**src/rtl/nib_word_packer.sv**
```systemverilog
// nib_word_packer: packs 2-bit colour codes MSB-first into program words and
// writes each finished word to the program RAM at an auto-incrementing address.
//
// Ports:
//   clk        in   system clock
//   reset      in   asynchronous, active-low reset
//   start      in   pulse: clear address, nib count and flags; arm the packer
//   nib_valid  in   pulse: nib carries a new colour code
//   nib        in   2-bit colour code (00 red, 01 green, 10 blue, 11 yellow)
//   flush      in   pulse: end of cartridge; zero-pad and write any partial word
//   wr_en      out  single-cycle RAM write strobe
//   wr_addr    out  RAM write address, valid while wr_en=1
//   wr_data    out  RAM write data, valid while wr_en=1
//   word_count out  words written since start
//   busy       out  1 while collecting
//   done       out  sticky: flush completed or RAM full; cleared by start
//   overflow   out  sticky: nib arrived while full; cleared by start
//   checksum   out  running XOR of written words when PACKER_CHECKSUM_EN is
//                   defined, otherwise tied to 0
//
// Optional feature macro: PACKER_CHECKSUM_EN
module nib_word_packer #(
    parameter int NIBS_PER_WORD = 6,
    parameter int WORD_W        = 12,
    parameter int ADDR_W        = 8,
    parameter int MAX_WORDS     = 256
) (
    input  logic              clk,
    input  logic              reset,
    input  logic              start,
    input  logic              nib_valid,
    input  logic [1:0]        nib,
    input  logic              flush,
    output logic              wr_en,
    output logic [ADDR_W-1:0] wr_addr,
    output logic [WORD_W-1:0] wr_data,
    output logic [ADDR_W:0]   word_count,
    output logic              busy,
    output logic              done,
    output logic              overflow,
    output logic [WORD_W-1:0] checksum
);
    localparam int CW = $clog2(NIBS_PER_WORD + 1);
    localparam int SW = $clog2(WORD_W + 1);

    typedef enum logic [1:0] {IDLE, COLLECT, FULL} state_t;

    state_t          state;
    logic [WORD_W-1:0] sr;
    logic [CW-1:0]     cnt;

    logic [WORD_W-1:0] sh, sr_acc, pad, wdata;
    logic [CW-1:0]     cnt_acc;
    logic [SW-1:0]     shamt;
    logic              last, wr_go, at_end;

    // The nib of this cycle is folded in before flush is considered, so a
    // nib+flush pair that completes a word yields exactly one write.
    always_comb begin
        sh      = {sr[WORD_W-3:0], nib};
        last    = nib_valid && cnt == CW'(NIBS_PER_WORD - 1);
        sr_acc  = nib_valid ? sh : sr;
        cnt_acc = nib_valid ? cnt + CW'(1) : cnt;
        shamt   = SW'(WORD_W - 2 * int'(cnt_acc));
        pad     = sr_acc << shamt;
        wdata   = last ? sh : pad;
        wr_go   = state == COLLECT && (last || (flush && cnt_acc != '0));
        at_end  = word_count == (ADDR_W+1)'(MAX_WORDS - 1);
    end

    assign busy = state == COLLECT;

`ifdef PACKER_CHECKSUM_EN
    logic [WORD_W-1:0] csum;
    assign checksum = csum;
`else
    assign checksum = '0;
`endif

    always_ff @(posedge clk or negedge reset) begin
        if (!reset) begin
            state      <= IDLE;
            sr         <= '0;
            cnt        <= '0;
            wr_en      <= 1'b0;
            wr_addr    <= '0;
            wr_data    <= '0;
            word_count <= '0;
            done       <= 1'b0;
            overflow   <= 1'b0;
`ifdef PACKER_CHECKSUM_EN
            csum       <= '0;
`endif
        end else begin
            wr_en <= 1'b0;
            if (start) begin
                state      <= COLLECT;
                sr         <= '0;
                cnt        <= '0;
                word_count <= '0;
                done       <= 1'b0;
                overflow   <= 1'b0;
`ifdef PACKER_CHECKSUM_EN
                csum       <= '0;
`endif
            end else begin
                case (state)
                    COLLECT: begin
                        if (wr_go) begin
                            wr_en      <= 1'b1;
                            wr_data    <= wdata;
                            wr_addr    <= word_count[ADDR_W-1:0];
                            word_count <= word_count + 1'b1;
                            sr         <= '0;
                            cnt        <= '0;
`ifdef PACKER_CHECKSUM_EN
                            csum       <= csum ^ wdata;
`endif
                        end else begin
                            sr  <= sr_acc;
                            cnt <= cnt_acc;
                        end
                        // Writing the last address ends loading for good: no wrap.
                        if (wr_go && at_end) begin
                            state <= FULL;
                            done  <= 1'b1;
                        end else if (flush) begin
                            state <= IDLE;
                            done  <= 1'b1;
                        end
                    end
                    FULL: begin
                        if (nib_valid) overflow <= 1'b1;
                    end
                    default: ;
                endcase
            end
        end
    end
endmodule

```
**config.mk**
```make
export PLATFORM = sky130hd
export DESIGN_NAME = nib_word_packer
export DESIGN_NICKNAME = d
export VERILOG_FILES = /design/src/rtl/nib_word_packer.sv
export SDC_FILE = /design/constraint.sdc
export NUM_CORES = 1
export LEC_CHECK = 0
export ABC_CLOCK_PERIOD_IN_PS = 4000
export CAP_MARGIN = 20
export CORE_AREA = 4 4 77 79
export DETAILED_ROUTE_END_ITERATION = 7
export DIE_AREA = 0 0 81 83
export PLACE_DENSITY = 0.89
export SYNTH_ARGS = -nofsm -noshare
export SYNTH_HDL_FRONTEND = slang
export SYNTH_SLANG_ARGS = --single-unit
```
**constraint.sdc**
```tcl
create_clock -name clk -period 4 [get_ports clk]
set_clock_uncertainty 0.1 [all_clocks]
set_input_delay 0.4 -clock clk [delete_from_list [all_inputs] [get_ports clk]]
set_output_delay 0.4 -clock clk [all_outputs]
set_load 0.1 [all_outputs]
```
Word level (Yosys, flattened, before mapping)
Cells that the tools add are included.

storage, ports and cells
  bits in registers = 49
  input port bits = 7
  logic and storage cells = 59

operators by class
  bitwise operators = 1
  $add $sub $neg = 3
  reductions and logical operators = 15
  equal/unequal tests = 4
  muxes and demuxes = 26
  shift operators = 1

operators by type and width
  cell                                            count
  2-to-1 mux 12 bit                               5
  2-to-1 mux 9 bit                                3
  2-to-1 mux 3 bit                                4
  << shifter 12 x 4 -> 12 bit                     1
  2-to-1 mux 1 bit                                10
  adder 9 x 1 -> 9 bit (second input constant)    1
  == test 9 x 8 -> 1 bit (second input constant)  1
  2-to-1 mux 2 bit                                4
  nonzero test 2 bit                              4
  AND reduction 2 bit                             3
  nonzero test 3 bit                              2
  logical AND 1 bit                               4
  subtractor 4 bit (first input constant)         1
  adder 3 x 1 -> 3 bit (second input constant)    1
  == test 3 bit (second input constant)           1
  AND reduction 3 bit                             1
  == test 2 x 1 -> 1 bit (second input constant)  1
  == test 2 bit (second input constant)           1
  logical OR 1 bit                                1
  inverter 1 bit                                  1

Logic depth before layout (Yosys ltp)
Gate-level depths: netlist of the first run.

  word-level depth = 10
  depth in mapped cells = 15

Worst setup path after synthesis of the first run
Ideal clock, no wire load.

  path type = input -> register
  from = input port nib_valid
  to = register wr_addr[2]
  stages = 13
  buffers on the path = 3
  arrival = 2418 ps
  data required time = 3774 ps
  setup time = 126 ps
  setup slack = 1356 ps
  cells stage by stage = buf_4 -> buf_2 -> inv_1 -> mux2i_1 -> inv_1 -> ha_1 -> inv_1 -> o21ai_4 -> a21oi_4 -> nand2b_4 -> inv_2 -> buf_6 -> mux2_2

on the way
  cells in the longest elaborated chain, start to end = 6
  elaborated cells between the ends (all ways) = 7

ends and longest elaborated chain
  what                             RTL line  source
  from (decl)                      31        input logic nib_valid,
  2-to-1 mux 3 bit                 63        cnt_acc = nib_valid ? cnt + CW'(1) : cnt;
  nonzero test 3 bit               67        wr_go = state == COLLECT && (last || (flush && cnt_acc != '0));
  logical AND 1 bit                67
  logical OR 1 bit *               67
  logical AND 1 bit *              67
  AND reduction 3 bit (no line) *  -
  to (signal assigned)             112       wr_addr <= word_count[ADDR_W-1:0];
  to (decl)                        35        output logic [ADDR_W-1:0] wr_addr,

Mark *: on every way between the ends. The rest lies on a longest branch, timed or not.
A chain may end at the register's enable or synchronous reset.

Worst setup path after layout of the first run
  from = register cnt[0]
  to = register wr_addr[5]

on the way
  cells in the longest elaborated chain, start to end = 7
  elaborated cells between the ends (all ways) = 9

ends and longest elaborated chain
  what                             RTL line  source
  from (decl)                      50        logic [CW-1:0] cnt;
  from (signal assigned)           121       cnt <= cnt_acc;
  adder 3 x 1 -> 3 bit             63
  2-to-1 mux 3 bit                 63
  nonzero test 3 bit               67
  logical AND 1 bit                67
  logical OR 1 bit *               67
  logical AND 1 bit *              67
  AND reduction 3 bit (no line) *  -

Marked as above.

==> metrics.md, run 1 <==
| Metric | Value |
|---|---|
| CTS tree | built |
| DRC violations left | 0 |
| RSZ-0062 raised after global routing | false |
| Compound-Gate Fraction of Synth Area | 23.68% |
| Clock sinks | 49 |
| Cells on worst reg2reg path | 10 |
| Sw Pwr | 0.6938 mW |
| Drt pass-1 iters | 5 |
| Core Area | 5338 sq um |
| RD Place Congestion | 0.8759 |
| Chip height | 83 um |
| Crit path kind | reg2reg |
| Post-synth EDFFs | 0 |
| Routed vias | 2233 |
| Syn_area_per_cell | 10.11 sq um |
| Required time worst endpoint | 4.10 ns |
| Chip Width | 81 um |
| Yosys reg bits | 49 |
| Final Hold Viols | 0 |
| Clock Path Buffers | 2 |
| Synthesized instance count | 279 |
| Largest family of logic cells by synthesized area | compound AO/OA/AOI/OAI gates |
| Io pins | 52 |
| Starting Density | 52.86% |
| Critical path data arrival time | 3.25 ns |
| Diode count | 0 |
| Status | complete, no violations |
| Post-CTS setup buffer count | 0 |
| Post-Place Worst Slack | 0.7216 ns |
| Post-Layout Cell Count | 384 |
| Relative slew slack | 34.45% |
| Clock Root Buffer | clkbuf_8 |
| HPWL Detailed | 4528 um |
| Initial DRC Count | 149 |
| Max VDD drop | 0.3016 mV |
| Simple-Gate Fraction of Synth Area | 13.35% |
| Largest net degree at the start of global routing | 50 |
| I/O Buffers | 39 |
| Register area share after synthesis | 43.46% |
| Via/cell ratio | 5.815 |
| Wire per inst | 16.60 um |
| CTS Buf Count | 5 |
| Post-cts resize count | 0 |
| Die area | 6723 sq um |
| Fin crit share | 78.58% |
| DRT Wirelength | 6376 um |
| Top FF cell, synth | dfrtp_1 |
| Setup tns final | 0 ns |
| Final nets | 324 |
| Flop pwr share | 38.3% |
| Setup Viol. Count Final | 0 |
| Type of the tightest min-delay check | in2async |
| Num rows | 27 |
| Internal | 0.7987 mW |
| Worst-path fanout max | 29 |
| H-tree levels | 2 |
| Antenna violations before repair | 0 |
| Worst-margin pin slew | 0.9802 ns |
| Total chip power | 1.493 mW |
| Vias in the first global route | 2205 |
| Async SR Flop Fraction | 100.0% |
| Max-cap violations | 0 |
| Routed Antenna Nets | 0 |
| Mux share of post-synthesis cell area | 5.366% |
| First-pass GRT wire length | 10830 um |
| Worst setup SP type | flip-flop |
| Combinational Power Share | 41.7% |
| Max-slew violation count | 0 |
| Crit path capture type | flip-flop |
| Fin crit period | 3.143 ns |
| Congestion Overflow GR | 0 |
| Final worst setup slack | 0.8569 ns |
| Clk_lat worst skew | 0.31 ns |
| Sw Ratio | 46.49% |
| Post-synthesis xor/xnor area fraction | 2.794% |
| Total track usage | 20.45% |
| Lkg Pwr | 1.340 nW |
| Power Density | 456.9 nW/um^2 |
| Mapped Area | 2821 sq um |
| Placed insts | 374 |
| Total number of yosys warnings | 0 |
| Max Fclk | 318.2 MHz |
| Synth cell types | 47 |
| Clock-pin slew on the worst setup and hold paths | 0.10 ns |
| Post-Synth Adder-Cell Area | 2.661% |
| Final core utilization | 61.20% |
| Layout area overhead | 15.79% |
| Layout cell share with drive strength beyond 1 | 9.936% |
| Clock power share | 20.0% |
## metrics by stage
| stage | instance area, sq um | hold WS (ns) |
|---|---|---|
| after floorplan | 2863 | 0.004409 |
| after global placement | 3149 | 0.3836 |
| after detailed placement | 3149 | 0.3890 |
| after CTS | 3237 | 0.2175 |
| after global routing | 3267 | 0.3668 |
| final | 3267 | 0.3521 |
## worst paths after layout
| check | from | to | slack [ns] |
|---|---|---|---|
| max | cnt[0]$_DFFE_PN0P_ | wr_addr[5]$_DFFE_PN0P_ | 0.86 |
| max reg2reg | cnt[0]$_DFFE_PN0P_ | wr_addr[5]$_DFFE_PN0P_ | 0.86 |
| min reg2reg | sr[10]$_DFFE_PN0P_ | sr[10]$_DFFE_PN0P_ | 0.41 |
| min | reset | sr[4]$_DFFE_PN0P_ | 0.35 |
| min in group clk | sr[10]$_DFFE_PN0P_ | sr[10]$_DFFE_PN0P_ | 0.41 |
| max in group asynchronous | reset | overflow$_DFFE_PN0P_ | 2.98 |
## power groups by stage
stage / registers (mW) / clock network [mW] / logic (mW)
2_1_floorplan: 0.865 / 0 / 0.212
3_3_place_gp: 0.581 / 0 / 0.609
3_5_place_dp: 0.582 / 0 / 0.618
4_1_cts: 0.573 / 0.302 / 0.619
5_1_grt: 0.579 / 0.330 / 0.653
6_report: 0.572 / 0.299 / 0.622
## cells in the final DEF (no fill, tap or decap), types with 2 or more instances in the layout
| cell type | n |
|---|---|
| a2111oi_2 | 2 |
| a211oi_1 | 10 |
| a21oi_1 | 12 |
| a221oi_1 | 4 |
| a22o_1 | 14 |
| a22oi_1 | 2 |
| a31oi_1 | 4 |
| a32oi_1 | 4 |
| and2_1 | 5 |
| and3b_1 | 2 |
| clkbuf_8 | 5 |
| clkdlybuf4s50_1 | 38 |
| clkinvlp_4 | 2 |
| conb_1 | 12 |
| dfrtp_1 | 49 |
| ha_1 | 6 |
| inv_1 | 11 |
| mux2_2 | 9 |
| mux2i_1 | 5 |
| nand2_1 | 12 |
| nand2b_1 | 2 |
| nand3_1 | 3 |
| nand4_1 | 2 |
| nor2_1 | 30 |
| nor2b_1 | 7 |
| nor3_1 | 3 |
| o21ai_0 | 18 |
| o21ai_4 | 2 |
| o2bb2ai_1 | 6 |
| o32ai_1 | 4 |
| xnor2_1 | 7 |
| xor2_1 | 2 |
## worst max-delay path: stages (launching register included)
cell and delay, ns:
dfrtp_1 0.73, ha_1 0.33, mux2i_1 0.22, inv_1 0.09, ha_1 0.18, inv_1 0.11
o21ai_4 0.12, a21oi_4 0.27, nand2b_4 0.11, inv_2 0.37, mux2_2 0.40
## cells in the mapped netlist, drive strengths merged, types with 9 or more instances
master,n,area (sq um)
inv,12,45.04
buf,21,170.2
mux2,9,101.4
a211oi,10,75.07
nor2,31,118.9
nand2,12,45.04
o21ai,20,122.6
a21oi,14,85.09
a22o,14,122.6
dfrtp,49,1226
## layout make-up
class | instances | area (sq um)
clock buffers | 6 | 72.57
clock inverters | 2 | 15.01
fillers | 467 | 2071
inverters | 12 | 45.04
multi-input cells | 201 | 1395
flip-flops and latches | 49 | 1226
well taps | 72 | 90.09
repair buffers | 42 | 422.9
## repair_timing
item | CTS | global route
hold buffers | 0 | 1
endpoints found under the hold margin | 0 | 6
setup endpoints to repair | 0 | 0
## logic make-up after synthesis
kind of cell	count (synthesis)
xor+xnor	9
fa+ha+maj	6
flops	49
mux	14
compound gates	87
buf+inv	40
other cells	1
simple gates	73
## sequential cells by signal, summed over array words and instances, names as in the netlist
name / flops
sr: 12
wr_data: 12
word_count: 9
wr_addr: 8
cnt: 3
state: 2
done: 1
overflow: 1
wr_en: 1
## layer usage
layer | track usage, % | vias up | part of all wire [%]
met5 | 0 | - | 0
met4 | 7.066 | 0 | 2.5
met3 | 4.555 | 21 | 5.8
met2 | 31.81 | 99 | 47
met1 | 27.92 | 1061 | 45
li1 | - | 1052 | -
Power figures use the tool's default switching activity.
==> run 2: changes to the inputs <==
==> config.mk (replaced) <==
export PLATFORM = sky130hd
export DESIGN_NAME = nib_word_packer
export DESIGN_NICKNAME = d
export VERILOG_FILES = /design/src/rtl/nib_word_packer.sv
export SDC_FILE = /design/constraint.sdc
export NUM_CORES = 1
export LEC_CHECK = 0
export ABC_CLOCK_PERIOD_IN_PS = 3150
export CAP_MARGIN = 20
export CORE_AREA = 4 4 79 81
export DETAILED_ROUTE_END_ITERATION = 7
export DIE_AREA = 0 0 83 85
export PLACE_DENSITY = 0.85
export SYNTH_ARGS = -nofsm -noshare
export SYNTH_HDL_FRONTEND = slang
export SYNTH_SLANG_ARGS = --single-unit
==> constraint.sdc (replaced) <==
create_clock -name clk -period 3.15 [get_ports clk]
set_clock_uncertainty 0.1 [all_clocks]
set_input_delay 0.315 -clock clk [delete_from_list [all_inputs] [get_ports clk]]
set_output_delay 0.315 -clock clk [all_outputs]
set_load 0.1 [all_outputs]
==> run 2 against run 1 <==
Effect of this change:
- sequential power rose by 26%
- non-clock buffer count rose by 5
- total power rose by 26%
- core utilization fell by 1.4 points
- critical endpoint is now wr_data[8]$_DFFE_PN0P_
==> metrics.md, run 2 (synthesis results as in run 1) <==
| Metric | Value |
|---|---|
| Setup tns final | 0 ns |
| Vias in the first global route | 2115 |
| Clk_lat worst skew | 0.30 ns |
| H-tree levels | 2 |
| Setup Viol. Count Final | 0 |
| Post-cts resize count | 0 |
| Drt pass-1 iters | 4 |
| Starting Density | 51.55% |
| DRT Wirelength | 6082 um |
| Max-cap violations | 0 |
| I/O Buffers | 39 |
| Required time worst endpoint | 3.23 ns |
| HPWL Detailed | 4420 um |
| Chip height | 85 um |
| Fin crit period | 2.682 ns |
| Biggest regs | sr: 12 flops, wr_data: 12 flops, word_count: 9 flops |
| Worst-path fanout max | 5 |
| Crit path capture type | flip-flop |
| Power Density | 576.9 nW/um^2 |
| Clock-pin slew on the worst setup and hold paths | 0.09 ns |
| Post-CTS setup buffer count | 0 |
| Lkg Pwr | 1.396 nW |
| Cells on worst reg2reg path | 9 |
| Chip Width | 83 um |
| Status | complete, no violations |
| Clock Path Buffers | 2 |
| Fillers | 472 |
| Critical path data arrival time | 2.76 ns |
| Relative slew slack | 34.81% |
| Most frequent cells in the layout | dfrtp_1, nor2_1, clkdlybuf4s50_1, buf_4, o21ai_0 |
| Core Area | 5473 sq um |
| Max-slew violation count | 0 |
| Final nets | 329 |
| CTS Buf Count | 5 |
| Total track usage | 17.12% |
| Crit path kind | reg2reg |
| Clock sinks | 49 |
| Type of the tightest min-delay check | in2async |
| Diode count | 0 |
| Area of the multi-input gates | 1395 sq um |
| Io pins | 52 |
| RSZ-0062 raised after global routing | false |
| Max Fclk | 372.8 MHz |
| Seq. cell area | 1226 sq um |
| Final Hold Viols | 0 |
| Die area | 7055 sq um |
| Hold Buf Count CTS | 0 |
| Wire per inst | 15.63 um |
| Most common cell after layout, fill and taps aside | dfrtp_1 |
| RD Place Congestion | 0.9258 |
| Worst setup SP type | flip-flop |
| Worst-margin pin slew | 0.9748 ns |
| DRC violations left | 0 |
| Initial DRC Count | 238 |
| Via/cell ratio | 5.661 |
| Congestion Overflow GR | 0 |
| Max VDD drop | 0.4735 mV |
| CTS tree | built |
| Clock Root Buffer | clkbuf_8 |
| Routed vias | 2202 |
| Num rows | 27 |
| Layout cell share with drive strength beyond 1 | 15.46% |
| Fin crit share | 85.15% |
| Largest net degree at the start of global routing | 50 |
| Layout area overhead | 15.92% |
| First-pass GRT wire length | 10120 um |
| Design area | 3271 sq um |
| Post-Place Cell Area | 3154 sq um |
| Antenna violations before repair | 0 |
| Routed Antenna Nets | 0 |
==> run 2: changes by cell type in the layout (fill, tap and decap cells not counted) <==
cell and delta:
inv_6 +1, clkinv_2 +1, buf_4 +18, clkdlybuf4s50_1 -13, clkinvlp_4 -2
==> run 2: report_power, final <==
group	total, mW	switching, mW	internal, mW
sequential	0.722	0.0394	0.683
clock	0.368	0.210	0.159
combinational	0.796	0.619	0.177
==> run 2: path summary, 6_finish.rpt <==
| check | slack (ns) | endpoint | start |
|---|---|---|---|
| setup / recovery | 0.47 | wr_data[8]$_DFFE_PN0P_ | cnt[1]$_DFFE_PN0P_ |
| hold / removal | 0.27 | sr[0]$_DFFE_PN0P_ | reset |
| setup reg to reg | 0.47 | wr_data[8]$_DFFE_PN0P_ | cnt[1]$_DFFE_PN0P_ |
| hold reg to reg | 0.41 | sr[10]$_DFFE_PN0P_ | sr[10]$_DFFE_PN0P_ |
| max in group asynchronous | 2.19 | cnt[0]$_DFFE_PN0P_ | reset |
| min in group clk | 0.41 | sr[10]$_DFFE_PN0P_ | sr[10]$_DFFE_PN0P_ |
==> run 2: layout make-up <==
| cell class | instances | share of cell area (%) |
|---|---|---|
| Clock buffer | 6 | 2.219 |
| Clock inverter | 2 | 0.4208 |
| Inverter | 12 | 1.377 |
| Multi-Input combinational cell | 201 | 42.65 |
| Sequential cell | 49 | 37.49 |
| Tap cell | 72 | 2.754 |
| Timing Repair Buffer | 47 | 13.08 |
==> run 2: metrics by stage <==
step	hold slack [ns]	power (mW)	worst slack [ns]	utilization, %	cells
after floorplan	-0.08059	1.368	0.5908	-	290
after global placement	0.3839	1.516	0.3862	57.64	379
after detailed placement	0.3829	1.527	0.2501	57.64	379
after CTS	0.1404	1.891	0.4841	59.21	387
after global routing	0.2924	1.969	0.1794	59.76	389
final	0.2736	1.887	0.4678	59.76	389
==> run 2: worst max-delay path, cell delays in order (launching register included) <==
cell and delay (ns):
dfrtp_1 0.39, inv_1 0.07, ha_1 0.26, mux2i_1 0.22
ha_1 0.30, xnor2_1 0.19, xor2_1 0.37, nor2_1 0.16
a221oi_1 0.38, o2bb2ai_1 0.12
==> run 2: metal layers <==
layer  vias to the layer above  share of wire, %  GRT usage [%]
met1                      1050                45          22.36
met5                         -                 0              0
met3                        11               5.9          3.398
met4                         0               1.2          4.309
met2                        82                48          29.30
li1                       1059                 -              -
